<file path="src/rtl/serial_subtractor_if.sv">
`default_nettype none
// ============================================================================
// Module      : serial_subtractor_if
// Description : Operand/result bundle for the bit-serial subtractor.
//               master : requester (drives start and operands)
//               slave  : subtractor (drives busy/done/diff/b_out[/ovf])
// Signals     : i_start, i_a[WIDTH], i_b[WIDTH], i_b_in   (master -> slave)
//               o_busy, o_done, o_diff[WIDTH], o_b_out    (slave -> master)
//               o_ovf (only when SERIAL_SUB_OVF_EN is defined)
// Revision    : 1.0 - initial release
// ============================================================================
interface serial_subtractor_if #(
  parameter int WIDTH = 8
);
  logic             i_start;
  logic [WIDTH-1:0] i_a;
  logic [WIDTH-1:0] i_b;
  logic             i_b_in;
  logic             o_busy;
  logic             o_done;
  logic [WIDTH-1:0] o_diff;
  logic             o_b_out;
`ifdef SERIAL_SUB_OVF_EN
  logic             o_ovf;
`endif

  modport master (
`ifdef SERIAL_SUB_OVF_EN
    input  o_ovf,
`endif
    output i_start, i_a, i_b, i_b_in,
    input  o_busy, o_done, o_diff, o_b_out
  );

  modport slave (
`ifdef SERIAL_SUB_OVF_EN
    output o_ovf,
`endif
    input  i_start, i_a, i_b, i_b_in,
    output o_busy, o_done, o_diff, o_b_out
  );
endinterface
`default_nettype wire

</file>
<file path="src/rtl/serial_subtractor.sv">
`default_nettype none
// ============================================================================
// Module      : serial_subtractor
// Description : Bit-serial ripple-borrow subtractor, diff = a - b - b_in,
//               one bit per clock, LSB first. Operands are captured on an
//               accepted start; the result is published with a one-cycle
//               done pulse WIDTH+1 clocks after the accepting edge.
// Ports       : clk   - rising-edge clock
//               rst_n - asynchronous active-low reset
//               bus   - serial_subtractor_if.slave (start/operands in,
//                       busy/done/diff/b_out[/ovf] out, all registered)
// Options     : SERIAL_SUB_OVF_EN - adds the signed-overflow output o_ovf
// Revision    : 1.0 - initial release
// ============================================================================
module serial_subtractor #(
  parameter int WIDTH = 8
) (
  input  logic               clk,
  input  logic               rst_n,
  serial_subtractor_if.slave bus
);
  localparam int c_CW = $clog2(WIDTH) + 1;

  localparam logic [1:0] c_IDLE  = 2'd0;
  localparam logic [1:0] c_SHIFT = 2'd1;
  localparam logic [1:0] c_DONE  = 2'd2;

  localparam logic [c_CW-1:0] c_LAST = c_CW'(WIDTH - 1);

  logic [1:0]       r_state;
  logic [c_CW-1:0]  r_cnt;
  logic [WIDTH-1:0] r_ra;
  logic [WIDTH-1:0] r_rb;
  logic             r_br;
  logic [WIDTH-1:0] r_sr;
  logic [WIDTH-1:0] r_diff;
  logic             r_bout;
  logic             r_busy;
  logic             r_done;
`ifdef SERIAL_SUB_OVF_EN
  logic             r_br_msb;
  logic             r_ovf;
`endif

  logic             w_d;
  logic             w_br_next;
  logic [WIDTH-1:0] w_sr_next;

  // One-bit full subtractor on the current LSBs.
  assign w_d       = r_ra[0] ^ r_rb[0] ^ r_br;
  assign w_br_next = (~r_ra[0] & r_rb[0]) | (~(r_ra[0] ^ r_rb[0]) & r_br);

  // Result bits enter at the MSB and drift down, so after WIDTH steps the
  // first (LSB) result bit sits at position 0. Written bitwise so WIDTH=1
  // needs no special case.
  always_comb begin
    w_sr_next            = r_sr >> 1;
    w_sr_next[WIDTH-1]   = w_d;
  end

  always_ff @(posedge clk or negedge rst_n) begin
    if (!rst_n) begin
      r_state  <= c_IDLE;
      r_cnt    <= '0;
      r_ra     <= '0;
      r_rb     <= '0;
      r_br     <= 1'b0;
      r_sr     <= '0;
      r_diff   <= '0;
      r_bout   <= 1'b0;
      r_busy   <= 1'b0;
      r_done   <= 1'b0;
`ifdef SERIAL_SUB_OVF_EN
      r_br_msb <= 1'b0;
      r_ovf    <= 1'b0;
`endif
    end else begin
      r_done <= 1'b0;
      case (r_state)
        c_IDLE: begin
          if (bus.i_start) begin
            r_ra    <= bus.i_a;
            r_rb    <= bus.i_b;
            r_br    <= bus.i_b_in;
            r_cnt   <= '0;
            r_sr    <= '0;
            r_busy  <= 1'b1;
            r_state <= c_SHIFT;
          end
        end
        c_SHIFT: begin
          r_sr  <= w_sr_next;
          r_ra  <= r_ra >> 1;
          r_rb  <= r_rb >> 1;
          r_br  <= w_br_next;
          r_cnt <= r_cnt + 1'b1;
          if (r_cnt == c_LAST) begin
            // Borrow into the sign bit; compared with the borrow out of it
            // to detect signed overflow.
`ifdef SERIAL_SUB_OVF_EN
            r_br_msb <= r_br;
`endif
            r_busy  <= 1'b0;
            r_state <= c_DONE;
          end
        end
        c_DONE: begin
          r_diff  <= r_sr;
          r_bout  <= r_br;
`ifdef SERIAL_SUB_OVF_EN
          r_ovf   <= r_br_msb ^ r_br;
`endif
          r_done  <= 1'b1;
          r_state <= c_IDLE;
        end
        default: begin
          r_busy  <= 1'b0;
          r_state <= c_IDLE;
        end
      endcase
    end
  end

  assign bus.o_busy  = r_busy;
  assign bus.o_done  = r_done;
  assign bus.o_diff  = r_diff;
  assign bus.o_b_out = r_bout;
`ifdef SERIAL_SUB_OVF_EN
  assign bus.o_ovf   = r_ovf;
`endif

endmodule
`default_nettype wire

</file>
<file path="src/flat_wrapper.sv">
// flat-port wrapper written by rule: the top's interface ports become plain ports
module serial_subtractor_flat 
#(
  parameter int WIDTH = 8
)
  (clk, rst_n, bus_i_start, bus_i_a, bus_i_b, bus_i_b_in, bus_o_busy, bus_o_done, bus_o_diff, bus_o_b_out);
  serial_subtractor_if #(.WIDTH(WIDTH)) bus_i ();
  input  logic clk;
  input  logic rst_n;
  input wire logic [$bits(bus_i.i_start)-1:0] bus_i_start;
  input wire logic [$bits(bus_i.i_a)-1:0] bus_i_a;
  input wire logic [$bits(bus_i.i_b)-1:0] bus_i_b;
  input wire logic [$bits(bus_i.i_b_in)-1:0] bus_i_b_in;
  output wire logic [$bits(bus_i.o_busy)-1:0] bus_o_busy;
  output wire logic [$bits(bus_i.o_done)-1:0] bus_o_done;
  output wire logic [$bits(bus_i.o_diff)-1:0] bus_o_diff;
  output wire logic [$bits(bus_i.o_b_out)-1:0] bus_o_b_out;
  assign bus_i.i_start = bus_i_start;
  assign bus_i.i_a = bus_i_a;
  assign bus_i.i_b = bus_i_b;
  assign bus_i.i_b_in = bus_i_b_in;
  assign bus_o_busy = bus_i.o_busy;
  assign bus_o_done = bus_i.o_done;
  assign bus_o_diff = bus_i.o_diff;
  assign bus_o_b_out = bus_i.o_b_out;
  serial_subtractor #(.WIDTH(WIDTH)) u_core (.clk(clk), .rst_n(rst_n), .bus(bus_i));
endmodule
</file>
<file path="config.mk">
export PLATFORM = sky130hd
export DESIGN_NAME = serial_subtractor_flat
export DESIGN_NICKNAME = d
export VERILOG_FILES = /design/src/rtl/serial_subtractor_if.sv /design/src/rtl/serial_subtractor.sv /design/src/flat_wrapper.sv
export SDC_FILE = /design/constraint.sdc
export NUM_CORES = 1
export LEC_CHECK = 0
export BUFFER_PORTS_ARGS = -buffer_cell sky130_fd_sc_hd__buf_2
export CORE_ASPECT_RATIO = 0.8
export CORE_MARGIN = 2
export CORE_UTILIZATION = 45
export DETAILED_ROUTE_END_ITERATION = 7
export GPL_TIMING_DRIVEN = 0
export PLACE_DENSITY = 0.66
export SETUP_SLACK_MARGIN = 0.3
export SYNTH_ARGS = -nofsm -noshare
export SYNTH_HDL_FRONTEND = slang
export SYNTH_SLANG_ARGS = --single-unit
</file>
<file path="constraint.sdc">
create_clock -name clk -period 1.7 [get_ports clk]
set_input_delay 0.255 -clock clk [delete_from_list [all_inputs] [get_ports clk]]
set_output_delay 0.255 -clock clk [all_outputs]
set_load 0.02 [all_outputs]
</file>
Yosys cells after proc, flatten, opt, wreduce, memory -nomap -nowiden
Index checks and enable logic that the tools add are counted.

word-level totals
  bits in writable memories = 0
  register bits after elaboration = 42
  memories = 0
  output and inout bits = 11
  bits in read-only memories = 0
  latch bits = 0

cells by class
  divide/modulo/power cells = 0
  muxes and demuxes = 17
  shifts and indexed selects = 0
  equality and inequality tests = 5
  $mul = 0
  bitwise logic cells = 8
  reduce and logical (&&, ||, !) cells = 5
  add/subtract/negate cells = 1
  $lt $le $gt $ge = 0

operators with widths
  kind                                                  count
  one-hot mux 8 bit (2 select lines)                    3
  two-way mux 8 bit                                     3
  one-hot mux 4 bit (2 select lines)                    1
  adder 4 x 1 -> 4 bit (second input constant)          1
  equality test 4 x 3 -> 1 bit (second input constant)  1
  two-way mux 1 bit                                     4
  two-way mux 2 bit                                     2
  two-way mux 4 bit                                     1
  one-hot mux 2 bit (2 select lines)                    1
  AND reduction 2 bit                                   2
  inverter 1 bit                                        3
  one-hot mux 1 bit (3 select lines)                    1
  AND reduction 3 bit                                   1
  AND 1 bit                                             2
  equality test 2 x 1 -> 1 bit (second input constant)  1
  equality test 2 bit (second input constant)           1
  logical NOT 2 bit                                     1
  != test 2 x 1 -> 1 bit (second input constant)        1
  != test 2 bit (second input constant)                 1
  one-hot mux 1 bit (2 select lines)                    1
  nonzero test 2 bit                                    1
  bitwise XOR 1 bit                                     2
  bitwise OR 1 bit                                      1

Logic depth before layout (Yosys ltp)
Gate-level depths: netlist of the first run.

  depth after elaboration = 5
  mapped depth = 5
  gate-level depth less buffers = 4

Least setup slack after synthesis of the first run
Ideal clock, no wire load.

  path kind = register to register
  start = reg u_core.r_br
  end = reg u_core.r_sr[7]
  setup slack = 0.533 ns
  required time = 1.579 ns
  data arrival time = 1.046 ns
  library setup time = 0.121 ns
  cell stages (with the launch flop) = 4
  cell sequence = dfrtp_1 -> inv_1 -> fa_1 -> a22o_1

on the way
  word-level cells in the longest chain between the ends = 2

RTL lines
  element                             RTL line                 source
  start, declared                     serial_subtractor.sv:34  logic r_br;
  start signal, assigned              serial_subtractor.sv:84  r_br <= bus.i_b_in;
  start signal, assigned              serial_subtractor.sv:95  r_br <= w_br_next;
  bitwise XOR 1 bit                   serial_subtractor.sv:50  assign w_d = r_ra[0] ^ r_rb[0] ^ r_br;
  one-hot mux 8 bit (2 select lines)  serial_subtractor.sv:79  case (r_state)
  end signal, assigned                serial_subtractor.sv:92  r_sr <= w_sr_next;
  end, declared                       serial_subtractor.sv:35  logic [WIDTH-1:0] r_sr;

No other way between the ends.
A chain may end at the register's enable or synchronous reset.

Worst setup path in the final report of the first run
  start = reg u_core.r_rb[0]
  end = reg u_core.r_sr[7]

on the way
  word-level cells in the longest chain between the ends = 3

RTL lines
  element                             RTL line                 source
  start, declared                     serial_subtractor.sv:33  logic [WIDTH-1:0] r_rb;
  start signal, assigned              serial_subtractor.sv:83  r_rb <= bus.i_b;
  start signal, assigned              serial_subtractor.sv:94  r_rb <= r_rb >> 1;
  bitwise XOR 1 bit (2 in a row)      serial_subtractor.sv:50
  one-hot mux 8 bit (2 select lines)  serial_subtractor.sv:79

No other way between the ends.

==> results.md, run 1 <==
Logic synthesis:
- Summing every instance area after synthesis gives 1870 um^2.
- The average instance in the mapped netlist occupies roughly 12 um^2.
- The sequential cell area fraction in the yosys report is 56.1%.
- Counting flops and latches in the post-synthesis netlist gives 42.
- In the synthesized netlist, the number of instances is 153.
- After synthesis, the netlist uses 32 different library cells.
- The count of yosys warnings during synthesis is 0.
- The net count after synthesis is 175.

Drt:
- The routed design uses 160 um of met3 wire.
- In the routed layout, each cell is associated on average with a via count of ~5.3.
- The uppermost layer routed is met4.
- The total number of vias is ~1,300.
- The number of routed nets with antenna violations is 0.
- After detailed routing, the average wire length per cell comes to around 15 um.
- The final wirelength is 3.65 mm.
- In the final routing, the length of wire on met1 measures 1.81 mm.
- In this run, the number of DRC markers left after iteration 0 of detailed routing was 100.
- The first detailed-routing pass ran for 4 iterations.
- The met2 wirelength from detailed routing is 1.61 mm.
- The total DRC errors in the routed layout is 0.

Clock network:
- In this run the post-CTS setup repair buffer count came out at 0.
- The largest buffer count on any clock path is 2.
- The clock-pin slew on the worst setup and hold paths is 0.09 ns.
- In this run, CTS created clock tree buffers numbering 5.
- In this run the number of H-tree levels came out at 2.
- The clock reaches the later pin of the worst-skew pair after 0.30 ns.
- TritonCTS built the clock tree.
- The number of resized instances in the post-cts repair step is 0.
- The clock root buffer is clkbuf_8.
- In this run, post-CTS hold repair placed 0 buffers.
- The number of clock sinks is 42.

Timing:
- The maximum clock frequency is 0.787 GHz.
- The portion of the clock cycle consumed by the worst path in the final layout is 74.8%.
- The number of endpoints with negative hold slack in the final report is 0.
- For the finished layout, the period the worst path requires is 1.27 ns.
- Setup violations remaining at the end of the flow were counted as 0.
- The measured slew at the worst slew-check pin is 0.915 ns.
- The max-slew violation total from the final report is 0.
- The worst path meets setup with 0.429 ns of slack.
- The post-route setup TNS is 0 ns.
- The worst-case hold slack is 0.0855 ns.
- On the final layout, the worst clock skew is 0.00989 ns.
- Setup repair after global routing left no endpoint under its margin.
- The max-slew headroom at the worst pin is 39.0%.

Global route:
- Global routing used 17.8% of the available tracks across all layers.
- The number of antenna violations at the first check in global routing is 0.
- The first global-routing pass estimated approximately 6.2 mm of wire.
- The number of global-route vias before repair is 1,250.
- Summed over all layers, the global routing overflow is 0.
- Entering global routing, the biggest net connects 43 pins.

Placed design:
- Summed over all nets, the half-perimeter wirelength after detailed placement is 2.54 mm.
- After detailed placement, the total cell area comes to 2090 um^2.
- In this run the tool buffered the top-level ports with 29 buffer cells.
- In this run, placement finished with an instance count of 237.
- Routability-driven placement finished with a final weighted congestion of 0.722.
- The worst slack after detailed placement is 0.440 ns.

Worst setup path:
- The endpoint arrival time on the critical path is approximately 1.5 ns.
- On the worst path, the slowest cell contributes a delay of ~0.45 ns.
- The slowest stage of the critical path is the fa_1 cell.
- The critical path goes through inv_1 > fa_1 > a22o_1.
- The number of buffers and inverters on the critical path is 1.
- The required time of the worst setup path is 1.90 ns.
- The capturing element type of the critical path is a register.
- The critical path class is reg2reg.
- Along the worst path, the maximum fanout reaches 2.
- The critical path's top delay family is adder cells.
- The type of element launching the critical path is a register.

Final layout:
- Leaving out fill and tap cells, the most frequent cell in the layout is dfrtp_1.
- Cells fill 57.0% of the core in the end.
- Leaving out fill and tap cells, the most frequent cells in the layout are dfrtp_1, buf_2, o21ai_0.
- In the final design database the tool counted around 210 nets.
- The layout overhead on the synthesized area is 18.8%.
- The repair_antennas step left the layout with diodes totalling 0.
- The layout cell share with drive strength beyond 1 is between 30% and 40%.
- The final instance area is 2220 um^2.
- The number of standard cells in the final layout excluding fillers is 245.

Pwr:
- Summed over all cells, the static leakage comes to 1.10 nW.
- The completed layout was analyzed and its total power is 4.04 mW.
- The net switching power is 1.35 mW.
- Combinational logic is responsible for 35.6% of the overall power.
- The share of total power dissipated in sequential elements is 41.1%.
- The total power divided by cell area is 1820 nW/um^2.
- The share of total power consumed by net switching is 33.4%.
- The internal power is 2.69 mW.
- The worst supply voltage drop on vdd is 0.726 mV.
- Per report_power, the clock group accounts for a little under a quarter of the total.

Floorplanning:
- The area of the die is 4700 um^2.
- The initial core utilization is 48.0%.
- The placeable core region is 3900 um^2.
- The initialized floorplan defines 20 standard-cell rows.
- 31 I/O pins were placed.
- The die height is about 62 um.
- The floorplan die width is 76.1 um.

Run:
- Max-cap violations in this run came to 0.

Worst hold path:
- The class of the tightest hold or removal check is in2async.

Outcome:
- The run finished with clean final reports.
==> state kept, by name, indices dropped and copies added, names as in the netlist <==
name / flops
u_core.bus.o_diff: 8
u_core.r_ra: 8
u_core.r_rb: 8
u_core.r_sr: 8
u_core.r_cnt: 4
u_core.r_state: 2
u_core.bus.o_b_out: 1
u_core.bus.o_busy: 1
u_core.bus.o_done: 1
u_core.r_br: 1
==> synthesized netlist by cell type <==
library cell   n  area [um^2]
nor3b_1        1         7.51
dfrtp_1       42         1050
and2_1         1         6.26
nand2_1       17         63.8
a22o_1         9         78.8
o21bai_4       1         18.8
inv_1          4         15.0
nand2b_4       1         13.8
nor2b_1        4         25.0
buf_6          6         67.6
mux2_2         1         11.3
o21ai_2        1         8.76
o21ai_1        2         10.0
mux2_4         7          105
xor2_1         1         8.76
nor3_1         1         5.00
buf_2          2         10.0
nor2b_4        2         27.5
a31oi_1        1         6.26
nand2b_1       1         6.26
buf_8          1         15.0
nor2_1         1         3.75
a32o_1         1         10.0
o21ai_0       20          100
buf_4          1         7.51
fa_1           1         20.0
a22oi_1       13         97.6
a21oi_1        4         20.0
or2b_2         1         8.76
a2bb2oi_1      3         26.3
nand3_1        1         5.00
ha_1           1         12.5
==> layer usage <==
metal  vias up  track usage (%)
met4         0             8.57
li1        616                -
met5         -                0
met2        29             25.4
met3         7             4.62
met1       641             25.7
==> logic make-up (layout without fill, tap and decap cells) <==
family	count (synthesis)	count (layout)	synth area share (%)
compound gates	55	55	20.1
xor+xnor	1	1	0.468
fa+ha+maj	2	2	1.74
buf+inv	14	51	6.15
flops	42	42	56.1
mux	8	8	6.21
simple gates	31	31	9.22
==> worst reg2reg max path, cell delays in order (launching register included) <==
cell and delay, ns:
dfrtp_1 0.40, inv_1 0.11, fa_1 0.45, a22o_1 0.22
==> final cells by class <==
| class | count | area, um^2 |
|---|---|---|
| clock buffers | 5 | 68.8 |
| flip-flops and latches | 42 | 1050 |
| plain buffers | 10 | 100 |
| repair buffers | 29 | 145 |
| fillers | 330 | 1680 |
| multi-input cells | 97 | 707 |
| well taps | 55 | 68.8 |
| inverters | 4 | 15.0 |
| clock inverters | 3 | 68.8 |
==> final timing paths <==
kind	from	endpoint	slack (ns)	depth (start not counted)
setup / recovery	u_core.r_rb[0]$_DFFE_PN0P_	u_core.r_sr[7]$_DFFE_PN0P_	0.43	3
hold / removal	rst_n	u_core.bus.o_diff[6]$_DFFE_PN0P_	0.09	1
setup reg to reg	u_core.r_rb[0]$_DFFE_PN0P_	u_core.r_sr[7]$_DFFE_PN0P_	0.43	3
hold reg to reg	u_core.bus.o_b_out$_DFFE_PN0P_	u_core.bus.o_b_out$_DFFE_PN0P_	0.48	2
max in group asynchronous	rst_n	u_core.r_cnt[1]$_DFFE_PN0P_	1.04	1
min in group clk	bus_i_b[7]	u_core.r_rb[7]$_DFFE_PN0P_	0.21	2
==> power by group through the flow <==
| stage | clock (mW) | sequential [mW] | combinational (mW) |
|---|---|---|---|
| 2_1_floorplan | 0 | 1.72 | 0.989 |
| 3_3_place_gp | 0 | 1.66 | 1.41 |
| 3_5_place_dp | 0 | 1.68 | 1.45 |
| 4_1_cts | 0.966 | 1.66 | 1.46 |
| 5_1_grt | 1.01 | 1.71 | 1.62 |
| 6_report | 0.944 | 1.66 | 1.44 |
Note: power is estimated with default switching activity, not from simulation.
==> run 2: changes to the inputs <==
--- a/config.mk
+++ b/config.mk
@@ -5,13 +5,14 @@
 export SDC_FILE = /design/constraint.sdc
 export NUM_CORES = 1
 export LEC_CHECK = 0
+export ABC_AREA = 1
 export BUFFER_PORTS_ARGS = -buffer_cell sky130_fd_sc_hd__buf_2
 export CORE_ASPECT_RATIO = 0.8
 export CORE_MARGIN = 2
 export CORE_UTILIZATION = 45
 export DETAILED_ROUTE_END_ITERATION = 7
 export GPL_TIMING_DRIVEN = 0
-export PLACE_DENSITY = 0.66
+export PLACE_DENSITY = 0.65
 export SETUP_SLACK_MARGIN = 0.3
 export SYNTH_ARGS = -nofsm -noshare
 export SYNTH_HDL_FRONTEND = slang
==> constraint.sdc (replaced) <==
create_clock -name clk -period 1.3 [get_ports clk]
set_input_delay 0.195 -clock clk [delete_from_list [all_inputs] [get_ports clk]]
set_output_delay 0.195 -clock clk [all_outputs]
set_load 0.02 [all_outputs]
==> results.md, run 2 <==
Global route:
- The largest net degree at the start of global routing is 43.
- The number of antenna violations at the first check in global routing was 0.
- For this run the aggregate overflow at the end of global routing stands at 0.
- The wire length of the first global-routing pass is 7.62 mm.
- In the global route stage, overall resource usage came out at 19.5%.
- The number of global-route vias before repair was about 1,600.

Placed design:
- Detailed placement ended at an HPWL of 2.70 mm.
- The final weighted congestion in routability-driven placement is around 0.78.
- Port buffering added 30 buffers.

Clock network:
- Clock-pin slew was measured on the worst setup and hold paths at 0.08 ns.
- Clock tree synthesis selected as its root buffer the cell clkbuf_8.
- TritonCTS built the clock tree.
- The later-pin clock latency in the skew report is 0.29 ns.
- The number of clock sinks is 42.
- No sink is reached through more buffers than the 2 on the longest clock path.
- The clock tree synthesis step divided the H-tree into 2 levels.
- Buffers inserted to repair hold after CTS numbered 0.
- Clock tree synthesis inserted a total of 5 buffers.

Drt:
- In the final routed layout, each cell accounts on average for 14.2 um.
- The number of routed nets with antenna violations is 0.
- The pre-antenna-repair detailed-routing pass consisted of 4 iterations.
- The final wirelength is roughly 4.6 mm.
- The violation count after the first detailed-routing iteration is ~130.
- The mean number of vias per cell is between 4 and 5.
- After detailed routing, the number of remaining DRC violations is 0.
- The total number of vias is 1,574.

Logic synthesis:
- In this run, synthesis inferred 0 flip-flops with an integrated enable.
- In this run, synthesis produced a sequential element count of 42.
- Counting instances in the post-synthesis netlist gives the leading cell types as dfrtp_1, nand2_1, inv_1.
- The largest total area in the synthesized netlist belongs to dfrtp_1.
- The number of nets in the synthesized netlist is 231.
- Summed over its instances, the top area cell type makes up 51.0% of the synthesized netlist area.
- The Yosys step of the flow raised 0 warnings.
- The cell area that synthesis handed to floorplanning was 2060 um^2.
- In the post-synthesis netlist, the biggest area contributors are dfrtp_1, nand2_1, o21ai_2.
- The cell count after synthesis came out at between 200 and 250.
- Each instance of the synthesized netlist takes up on average 9.87 um^2.
- Among all flip-flop cells after synthesis, the most frequent one is dfrtp_1.
- Synthesis instantiated 23 different standard cells from the library.
- The most instantiated library cell after synthesis is dfrtp_1.
- The sequential cell area fraction in the yosys report is 51.0%.
- The share of flip-flops with an asynchronous set or reset after synthesis is 100%.

Final layout:
- The layout cell share with drive strength beyond 1 is 46.8%.
- The most common cell after layout, fill and taps aside is dfrtp_1.
- The number of diodes is 0.
- The number of nets in the layout is 290.
- In the layout the commonest cells are dfrtp_1, nand2_1, inv_1.
- The layout overhead on the synthesized area is 38.3%.

Floorplanning:
- The initial utilization of the core area, before any placement, comes to 48.1%.
- The floorplan step set the die width to 79.7 um.
- The placeable core region is 4280 um^2.
- The number of top-level design ports is 31.
- The area of the die is 5140 um^2.
- The die height is roughly 65 um.
- The number of placement rows is 21.

Worst setup path:
- The type of element launching the critical path is a register.
- The worst setup path endpoint is u_core.r_br$_DFFE_PN0P_.
- The capturing element type of the critical path is a register.
- The endpoint arrival time on the critical path is ~1.3 ns.
- The required time of the worst setup path is 1.49 ns.
- Setup slack on the worst reg-to-reg path comes out at between 0.1 and 0.15 ns.
- The most critical setup path has its startpoint at u_core.r_state[1]$_DFFE_PN0P_.
- In this run the critical register-to-register path is captured at u_core.r_br$_DFFE_PN0P_.
- The critical path class is reg2reg.
- The worst-case reg-to-reg path depth is 6.
- The worst register-to-register path begins at u_core.r_state[1]$_DFFE_PN0P_.
- The maximum net fanout on the critical path is 7.

Timing:
- Setup violations remaining at the end of the flow were counted as 0.
- The number of endpoints with negative hold slack in the final report was 0.
- In the final timing run, aggregate negative setup slack is 0 ns.
- Setup repair after global routing could not meet its margin everywhere.
- Timing would allow up to 0.867 GHz.
- The shortest period the worst path allows is 1.15 ns.
- The worst-case hold slack is between 0.03 and 0.04 ns.
- At the pin with the least slew margin, the transition time is ~0.93 ns.
- Across the routed clock network, the largest skew measured is about 0.0035 ns.
- The max-slew violation total from the final report is 0.
- Dividing the final minimum period by the clock period gives 88.7%.
- Measured against its own limit, the worst slew margin works out to 37.8%.

Pwr:
- Summed over all cells, the static leakage comes to 1.42 nW.
- The total power divided by cell area is around 2500 nW/um^2.
- The worst supply voltage drop on vdd is between 1 and 1.5 mV.

Outcome:
- The run finished with clean final reports.

Run:
- The total of max-cap violations is 0.

Worst hold path:
- In this run the worst hold path is classified as in2async.
run 2: cell types whose count changed after synthesis, sizes merged, moves of 3 or more:
| cell | before | now |
|---|---|---|
| nand2 | 17 | 45 |
| mux2 | 8 | 0 |
| a22oi | 13 | 0 |
| a22o | 9 | 0 |
| o22ai | 0 | 7 |
| nand3 | 1 | 26 |
| nor2b | 6 | 0 |
| inv | 4 | 30 |
| or2 | 0 | 6 |
| nor2 | 1 | 11 |
| o21ai | 23 | 28 |
| a21oi | 4 | 1 |
| a2bb2oi | 3 | 0 |
run 2: power by group:
group	total [mW]	internal (mW)	switching [mW]
Sequential	2.16	1.88	0.288
Combinational	3.86	1.89	1.96
Clock	1.01	0.565	0.448
run 2: worst min-delay path by stage:
stage           from                        endpoint  slack [ns]  depth (start not counted)
2_1_floorplan  rst_n  u_core.bus.o_b_out$_DFFE_PN0P_       -0.10                          0
3_3_place_gp   rst_n   u_core.bus.o_busy$_DFFE_PN0P_        0.40                          1
3_5_place_dp   rst_n   u_core.bus.o_busy$_DFFE_PN0P_        0.39                          1
4_1_cts        rst_n      u_core.r_ra[3]$_DFFE_PN0P_        0.07                          1
5_1_grt        rst_n      u_core.r_sr[4]$_DFFE_PN0P_        0.13                          1
6_report       rst_n      u_core.r_ra[3]$_DFFE_PN0P_        0.03                          1
run 2: routing by layer:
metal,track usage (%),vias to the layer above,part of all wire [%]
met1,28.9,748,49
li1,-,794,-
met4,5.17,0,1.0
met3,3.76,7,3.3
met2,29.3,25,47
met5,0,-,0
run 2: what timing repair did:
action                     4_1_cts  5_1_grt
resized for setup               54       16
setup buffers                   12        5
setup endpoints to repair       52       53
pin swaps                        3        9
gates cloned                     3        2
run 2: kinds of logic (layout without fill, tap and decap cells):
| kind of cell | after synthesis | count (layout) | synth area share, % |
|---|---|---|---|
| AND/OR/NAND/NOR | 88 | 88 | 22.5 |
| flip-flops | 42 | 42 | 51.0 |
| buffers and inverters | 40 | 100 | 10.7 |
| AO/OA/AOI/OAI | 36 | 36 | 13.8 |
| adder cells (fa/ha/maj) | 2 | 2 | 1.58 |
| XOR/XNOR | 1 | 1 | 0.425 |
run 2: through the flow:
| stage | power (mW) | std cells | cell area, um^2 | util [%] | setup slack [ns] |
|---|---|---|---|---|---|
| after global routing | 7.55 | 326 | 2850 | 66.6 | 0.110 |
| final | 7.03 | 326 | 2850 | 66.6 | 0.147 |
| after CTS | 6.72 | 319 | 2720 | 63.6 | 0.144 |
| after floorplan | 4.37 | 209 | 2070 | - | 0.237 |
| after detailed placement | 4.99 | 296 | 2290 | 53.4 | 0.0548 |
| after global placement | 4.92 | 296 | 2290 | 53.4 | 0.114 |
run 2: critical path, cell delays in order, from the launching register on:
cell	delay, ns
dfrtp_2	0.42
clkinv_4	0.11
nand2_8	0.11
nand2_8	0.11
clkbuf_16	0.19
nand3_2	0.06
o21ai_2	0.05
run 2: area by class of cell:
class / count / area, um^2
fill: 340 / 1430
sequential: 42 / 1050
multi-input combinational: 127 / 876
timing repair buffer: 52 / 464
buffer: 10 / 159
inverter: 30 / 120
tap: 57 / 71.3
clock buffer: 5 / 68.8
clock inverter: 3 / 40.0
